## config.mk

```make
export PLATFORM = sky130hd
export DESIGN_NAME = and_vector_sequencer
export DESIGN_NICKNAME = d
export VERILOG_FILES = /design/src/rtl/and_vector_pkg.sv /design/src/rtl/and_vector_sequencer_hold_timer.sv /design/src/rtl/and_vector_sequencer.sv
export SDC_FILE = /design/constraint.sdc
export NUM_CORES = 1
export LEC_CHECK = 0
export BUFFER_PORTS_ARGS = -buffer_cell sky130_fd_sc_hd__buf_2
export CAP_MARGIN = 10
export CORE_AREA = 5 5 71 73
export CTS_CLUSTER_SIZE = 14
export DETAILED_ROUTE_END_ITERATION = 8
export DIE_AREA = 0 0 76 78
export PLACE_DENSITY = 0.48
export SYNTH_ARGS = -nofsm -noshare
export SYNTH_HDL_FRONTEND = slang
export SYNTH_SLANG_ARGS = --single-unit
```

## constraint.sdc

```tcl
create_clock -name clk -period 3 [get_ports clk]
set_input_delay 0.9 -clock clk [delete_from_list [all_inputs] [get_ports clk]]
set_output_delay 0.9 -clock clk [all_outputs]
set_load 0.02 [all_outputs]
```

## src/rtl/and_vector_pkg.sv

```systemverilog
// -----------------------------------------------------------------------------
// and_vector_pkg
// Shared types, default sizing and the reference function for the AND-gate
// stimulus sequencer.
//   state_t        : sequencer FSM states (IDLE, DRIVE, DONE)
//   DEF_*          : default parameter values used by the sequencer top
//   MAX_N_INPUTS   : widest vector expected_and() can evaluate
//   expected_and() : reduction AND of a vector whose unused upper bits are 1
// -----------------------------------------------------------------------------
package and_vector_pkg;

  typedef enum logic [1:0] {
    IDLE  = 2'd0,
    DRIVE = 2'd1,
    DONE  = 2'd2
  } state_t;

  localparam int DEF_N_INPUTS    = 2;
  localparam int DEF_HOLD_CYCLES = 100;
  localparam int DEF_CNT_W       = 8;
  localparam int MAX_N_INPUTS    = 32;

  // The caller pads bits above its own width with ones so they do not
  // influence the reduction; this keeps one function usable for any width.
  function automatic logic expected_and(input logic [MAX_N_INPUTS-1:0] vec);
    return &vec;
  endfunction

endpackage

```

## src/rtl/and_vector_sequencer_hold_timer.sv

```systemverilog
// -----------------------------------------------------------------------------
// hold_timer
// Counts the cycles a vector has been held and flags the sample cycle.
//   clk   : rising-edge clock
//   rst   : synchronous active-high reset (count -> 0)
//   clear : forces the count to 0 (used whenever the sequencer is not driving)
//   en    : advance the count; it wraps to 0 after the sample cycle
//   last  : high when count == HOLD_CYCLES-1 (the sample cycle)
// -----------------------------------------------------------------------------
module hold_timer #(
  parameter int HOLD_CYCLES = 100
) (
  input  logic clk,
  input  logic rst,
  input  logic clear,
  input  logic en,
  output logic last
);

  // A one-cycle hold still needs a 1-bit counter that simply stays at 0.
  localparam int W = (HOLD_CYCLES > 1) ? $clog2(HOLD_CYCLES) : 1;
  localparam logic [W-1:0] LAST_VAL = W'(HOLD_CYCLES - 1);

  logic [W-1:0] r_count;

  // NOTE: sequential state uses non-blocking assignments so every flop
  // samples the pre-edge value of every other flop.
  always_ff @(posedge clk) begin
    if (rst) begin
      r_count <= '0;
    end else if (clear) begin
      r_count <= '0;
    end else if (en) begin
      if (last) r_count <= '0;
      else      r_count <= r_count + W'(1);
    end
  end

  assign last = (r_count == LAST_VAL);

endmodule

```

## src/rtl/and_vector_sequencer.sv

```systemverilog
// -----------------------------------------------------------------------------
// and_vector_sequencer
// Synthesizable self-checking stimulus for an N-input AND gate. Drives every
// input combination in ascending order, holds each for HOLD_CYCLES cycles,
// samples the gate output on the last hold cycle and counts mismatches.
//
// Ports:
//   clk       : rising-edge clock
//   rst       : synchronous reset, active-high, overrides everything
//   start     : one-cycle pulse; begins a sweep from IDLE or DONE
//   vec_out   : vector driven to the gate (bit0 = a, bit1 = b, ...)
//   dut_out   : gate output, compared combinationally in the sample cycle
//   busy      : high while sweeping
//   done      : high from sweep end until next start or rst
//   pass      : valid with done; 1 iff err_count == 0
//   err_count : number of mismatching vectors, saturating
//   cur_idx   : index of the vector currently held (equals vec_out)
//
// Build option:
//   AND_VECTOR_SEQUENCER_STOP_ON_FAIL_EN - when defined, the first mismatch
//   ends the sweep on the next cycle with vec_out frozen on the failing vector.
// -----------------------------------------------------------------------------
module and_vector_sequencer
  import and_vector_pkg::*;
#(
  parameter int N_INPUTS    = DEF_N_INPUTS,
  parameter int HOLD_CYCLES = DEF_HOLD_CYCLES,
  parameter int CNT_W       = DEF_CNT_W
) (
  input  logic                clk,
  input  logic                rst,
  input  logic                start,
  output logic [N_INPUTS-1:0] vec_out,
  input  logic                dut_out,
  output logic                busy,
  output logic                done,
  output logic                pass,
  output logic [CNT_W-1:0]    err_count,
  output logic [N_INPUTS-1:0] cur_idx
);

  state_t                  r_state;
  logic [N_INPUTS-1:0]     r_vec;
  logic                    r_busy;
  logic                    r_done;
  logic                    r_pass;
  logic [CNT_W-1:0]        r_err;

  logic                    w_last;
  logic                    w_mismatch;
  logic                    w_last_vec;
  logic [CNT_W-1:0]        w_err_inc;
  logic [CNT_W-1:0]        w_err_next;
  logic [MAX_N_INPUTS-1:0] w_padded;

  // The hold counter only runs while driving and sits at 0 otherwise, so
  // every sweep starts with a full hold period on vector 0.
  hold_timer #(
    .HOLD_CYCLES (HOLD_CYCLES)
  ) u_hold_timer (
    .clk   (clk),
    .rst   (rst),
    .clear (r_state != DRIVE),
    .en    (r_state == DRIVE),
    .last  (w_last)
  );

  // NOTE: every variable written in always_comb gets a full default first,
  // otherwise partially assigned bits would infer latches.
  always_comb begin
    w_padded                = '1;
    w_padded[N_INPUTS-1:0]  = r_vec;
  end

  assign w_mismatch = (dut_out != expected_and(w_padded));
  assign w_last_vec = (r_vec == '1);
  assign w_err_inc  = (r_err == '1) ? r_err : r_err + CNT_W'(1);
  assign w_err_next = w_mismatch ? w_err_inc : r_err;

  always_ff @(posedge clk) begin
    if (rst) begin
      r_state <= IDLE;
      r_vec   <= '0;
      r_busy  <= 1'b0;
      r_done  <= 1'b0;
      r_pass  <= 1'b0;
      r_err   <= '0;
    end else begin
      case (r_state)
        // IDLE and DONE share the start path; a restart from DONE behaves
        // exactly like a first start.
        IDLE, DONE: begin
          if (start) begin
            r_state <= DRIVE;
            r_vec   <= '0;
            r_busy  <= 1'b1;
            r_done  <= 1'b0;
            r_pass  <= 1'b0;
            r_err   <= '0;
          end
        end

        DRIVE: begin
          if (w_last) begin
            r_err <= w_err_next;
`ifdef AND_VECTOR_SEQUENCER_STOP_ON_FAIL_EN
            if (w_mismatch) begin
              // Freeze on the failing vector so it can be inspected.
              r_state <= DONE;
              r_busy  <= 1'b0;
              r_done  <= 1'b1;
              r_pass  <= 1'b0;
            end else if (w_last_vec) begin
              r_state <= DONE;
              r_busy  <= 1'b0;
              r_done  <= 1'b1;
              r_pass  <= (w_err_next == '0);
            end else begin
              r_vec <= r_vec + N_INPUTS'(1);
            end
`else
            // Last vector is detected before the increment, so r_vec
            // never wraps and stays all-ones in DONE.
            if (w_last_vec) begin
              r_state <= DONE;
              r_busy  <= 1'b0;
              r_done  <= 1'b1;
              r_pass  <= (w_err_next == '0);
            end else begin
              r_vec <= r_vec + N_INPUTS'(1);
            end
`endif
          end
        end

        default: begin
          r_state <= IDLE;
        end
      endcase
    end
  end

  assign vec_out   = r_vec;
  assign cur_idx   = r_vec;
  assign busy      = r_busy;
  assign done      = r_done;
  assign pass      = r_pass;
  assign err_count = r_err;

endmodule

```

==> metrics.md <==
| Metric | Value |
|---|---|
| Setup crit end kind | register |
| CP max stage cell | or4b_1 |
| Mapped cell area | 1150 um2 |
| Largest net degree at the start of global routing | 14 |
| Via Count | 1026 |
| Worst setup path class | reg2reg |
| Root buf cell | clkbuf_8 |
| # Post-CTS Setup Buffers | 0 |
| Clk sinks | 22 |
| H-tree depth | 1 |
| Area growth syn-to-layout | 16.4% |
| Synthesis-stage register bit count | 22 |
| Post-CTS sizing | 0 |
| Via density per instance | 4.98 |
| Final Wtd Congestion | 0.854 |
| Unrepaired setup endpoints after global routing | false |
| Sequential-to-total area share from yosys stat | 38.4% |
| Commonest non-fill, non-tap cells in the layout | nor2_1, dfxtp_1, buf_2 |
| Max Fclk | 416 MHz |
| Synthesized instance count | 139 |
| Worst setup startpoint | cur_idx[0] |
| Max Slew Vio Count | 0 |
| Vias in the first global route | 1031 |
| CP Cell Sequence | ha_1 > xnor2_1 > or4b_1 > a211o_1 > a221o_1 > o21ai_1 |
| Status | completed |
| Leak Pwr | 0.481 nW |
| R2R cell count | 6 |
| Endpoints failing setup | 0 |
| Startpoint types | register |
| Reg-to-reg startpoint | cur_idx[0] |
| Fin crit period | 2.41 ns |
| Drt first-iter violations | 140 |
| Starting Density | 26.7% |
| Leading cell type in the layout, fill and taps excluded | nor2_1 |
| Rows | 24 |
| Peak per-stage delay on the critical path | 0.62 ns |
| Hold buffers post-CTS | 0 |
| GRT Total Usage | 9.57% |
| Syn_area_per_cell | 8.25 um2 |
| Clk_lat worst skew | 0.26 ns |
| First-pass GRT wire length | 4710 um |
| Routed len/inst | 13.1 um |
| CTS Buf Count | 3 |
| Post-synth EDFFs | 0 |
| Core Region | 4290 um2 |
| Die area | 5930 um2 |
| TritonCTS clock tree | done |
| Req. time, crit path | 3.20 ns |
| Max_cap viols | 0 |
| Initial antenna violation count | 0 |
| DIE HEIGHT | 78 um |
| Hold WC Path Type | reg2reg |
| Number of routed nets with antenna violations | 0 |
| Drt pass-1 iters | 4 |
| Setup TNS | 0 ns |
| PortBufs | 18 |
| I/O pin cnt | 19 |
| Die Wd | 76 um |
| Post-DP HPWL | 2120 um |
| Yosys warning count | 0 |
| Ant diodes | 0 |
| Share of cells above drive strength 1 | 18.8% |
| Async set-reset flop share out of synthesis | 0% |
| Setup crit end | pass |
| Final Hold Viols | 0 |
| Max FO, Critical Path | 8 |
| Layout Skew | 0.00162 ns |
| Cell area power density | 450 nW/um2 |
| Clock transition at the registers of the reported paths | 0.08 ns |
| Primary FF master, synth | dfxtp_1 |
| GRT Residual Overflow | 0 |
| Hold slack | 0.459 ns |
| Nets | 162 |
| Drt drc | 0 |
| Syn Nets | 146 |
| Final Cycle Share | 80.2% |
| Final Non-Filler Cells | 206 |
| Max VDD drop | 308 uV |
| Clock buffer depth | 2 |
| Library cells used by synthesis | 40 |
| Slew of the pin with the lowest slew margin | 0.568 ns |
| Reg-to-reg endpoint | pass |
| WP data arrival | 2.61 ns |
| Worst slew margin | 61.8% |
| Inst Count DP | 202 |
| Total wire length | 2700 um |
| Flop2flop setup slack | 0.59 ns |
-- critical path, delay by kind of cell (launching register included) --
family / cells / cell delay (ns)
AOI/OAI and AO/OA: 3 / 0.75
and+or+nand+nor: 1 / 0.62
DFF: 1 / 0.42
adders and majority gates: 1 / 0.37
xor gates and xnor gates: 1 / 0.19
-- state kept, by name, indices dropped and copies added, names as in the netlist --
signal	count
busy	1
cur_idx	2
done	1
pass	1
r_state	2
err_count	8
u_hold_timer.r_count	7
-- kinds of logic (layout without fill, tap and decap cells) --
kind of cell | count (synthesis) | count (layout) | share of synthesized area [%]
AO/OA/AOI/OAI | 23 | 23 | 13.5
XOR/XNOR | 7 | 7 | 5.34
adder cells (fa/ha/maj) | 3 | 3 | 3.27
buffers and inverters | 9 | 24 | 4.03
flip-flops | 22 | 22 | 38.4
multiplexers | 5 | 5 | 4.69
AND/OR/NAND/NOR | 70 | 70 | 30.8
-- per-stage QoR --
stage	worst slack (ns)	utilization, %	instance area, um2	total power, W
after floorplan	0.613	-	1150	0.000322
final	0.593	31.1	1340	0.000601
after global routing	0.416	31.1	1340	0.000628
after detailed placement	0.382	29.4	1260	0.000331
after CTS	0.610	31.1	1340	0.000616
after global placement	0.423	29.4	1260	0.000330
-- power breakdown --
group	leakage (nW)	switching [W]	internal, W
clock network	0.0357	0.0000994	0.000178
logic	0.268	0.0000186	0.00000744
registers	0.178	0.00000247	0.000295
total	0.481	0.000120	0.000481
-- worst min path at each step --
stage | start | endpoint | slack (ns) | cells past startpoint
2_1_floorplan | u_hold_timer.r_count[0] | u_hold_timer.r_count[0] | 0.41 | 1
3_3_place_gp | u_hold_timer.r_count[0] | u_hold_timer.r_count[0] | 0.43 | 1
3_5_place_dp | u_hold_timer.r_count[0] | u_hold_timer.r_count[0] | 0.44 | 1
4_1_cts | u_hold_timer.r_count[0] | u_hold_timer.r_count[0] | 0.46 | 1
5_1_grt | r_state[1] | r_state[1] | 0.49 | 2
6_report | done | done | 0.46 | 2
-- synth_stat cells, drive strengths merged, types with 2 or more instances --
| master | count | area (um2) |
|---|---|---|
| clkbuf | 3 | 12.5 |
| xnor2 | 4 | 35.0 |
| nand4 | 3 | 18.8 |
| a211oi | 3 | 22.5 |
| dfxtp | 22 | 440 |
| nand2b | 3 | 18.8 |
| o21ai | 4 | 20.0 |
| a21oi | 5 | 25.0 |
| and3 | 3 | 20.0 |
| nor2 | 25 | 93.8 |
| o211ai | 3 | 22.5 |
| mux2i | 2 | 20.0 |
| buf | 4 | 26.3 |
| nand3 | 4 | 20.0 |
| xor2 | 3 | 26.3 |
| or3 | 2 | 12.5 |
| nor3 | 9 | 45.0 |
| ha | 3 | 37.5 |
| mux2 | 3 | 33.8 |
| or4b | 2 | 23.8 |
| nand2 | 13 | 48.8 |
| o21a | 2 | 15.0 |
| inv | 2 | 7.51 |
-- metal layers --
metal | up-vias | routed length (um) | global-route usage (%)
met4 | 0 | 17 | 3.02
met5 | - | 0 | 0
met2 | 19 | 1420 | 17.4
met3 | 2 | 114 | 3.13
met1 | 480 | 1150 | 10.5
li1 | 525 | - | -
-- area by class of cell --
cell class	instances	area, um2
inverters	2	7.51
clock inverters	1	30.0
repair buffers	18	90.1
flip-flops and latches	22	440
well taps	52	65.1
clock buffers	3	41.3
fillers	458	2960
multi-input cells	108	661
No activity file was read; power rests on OpenSTA's default activity.
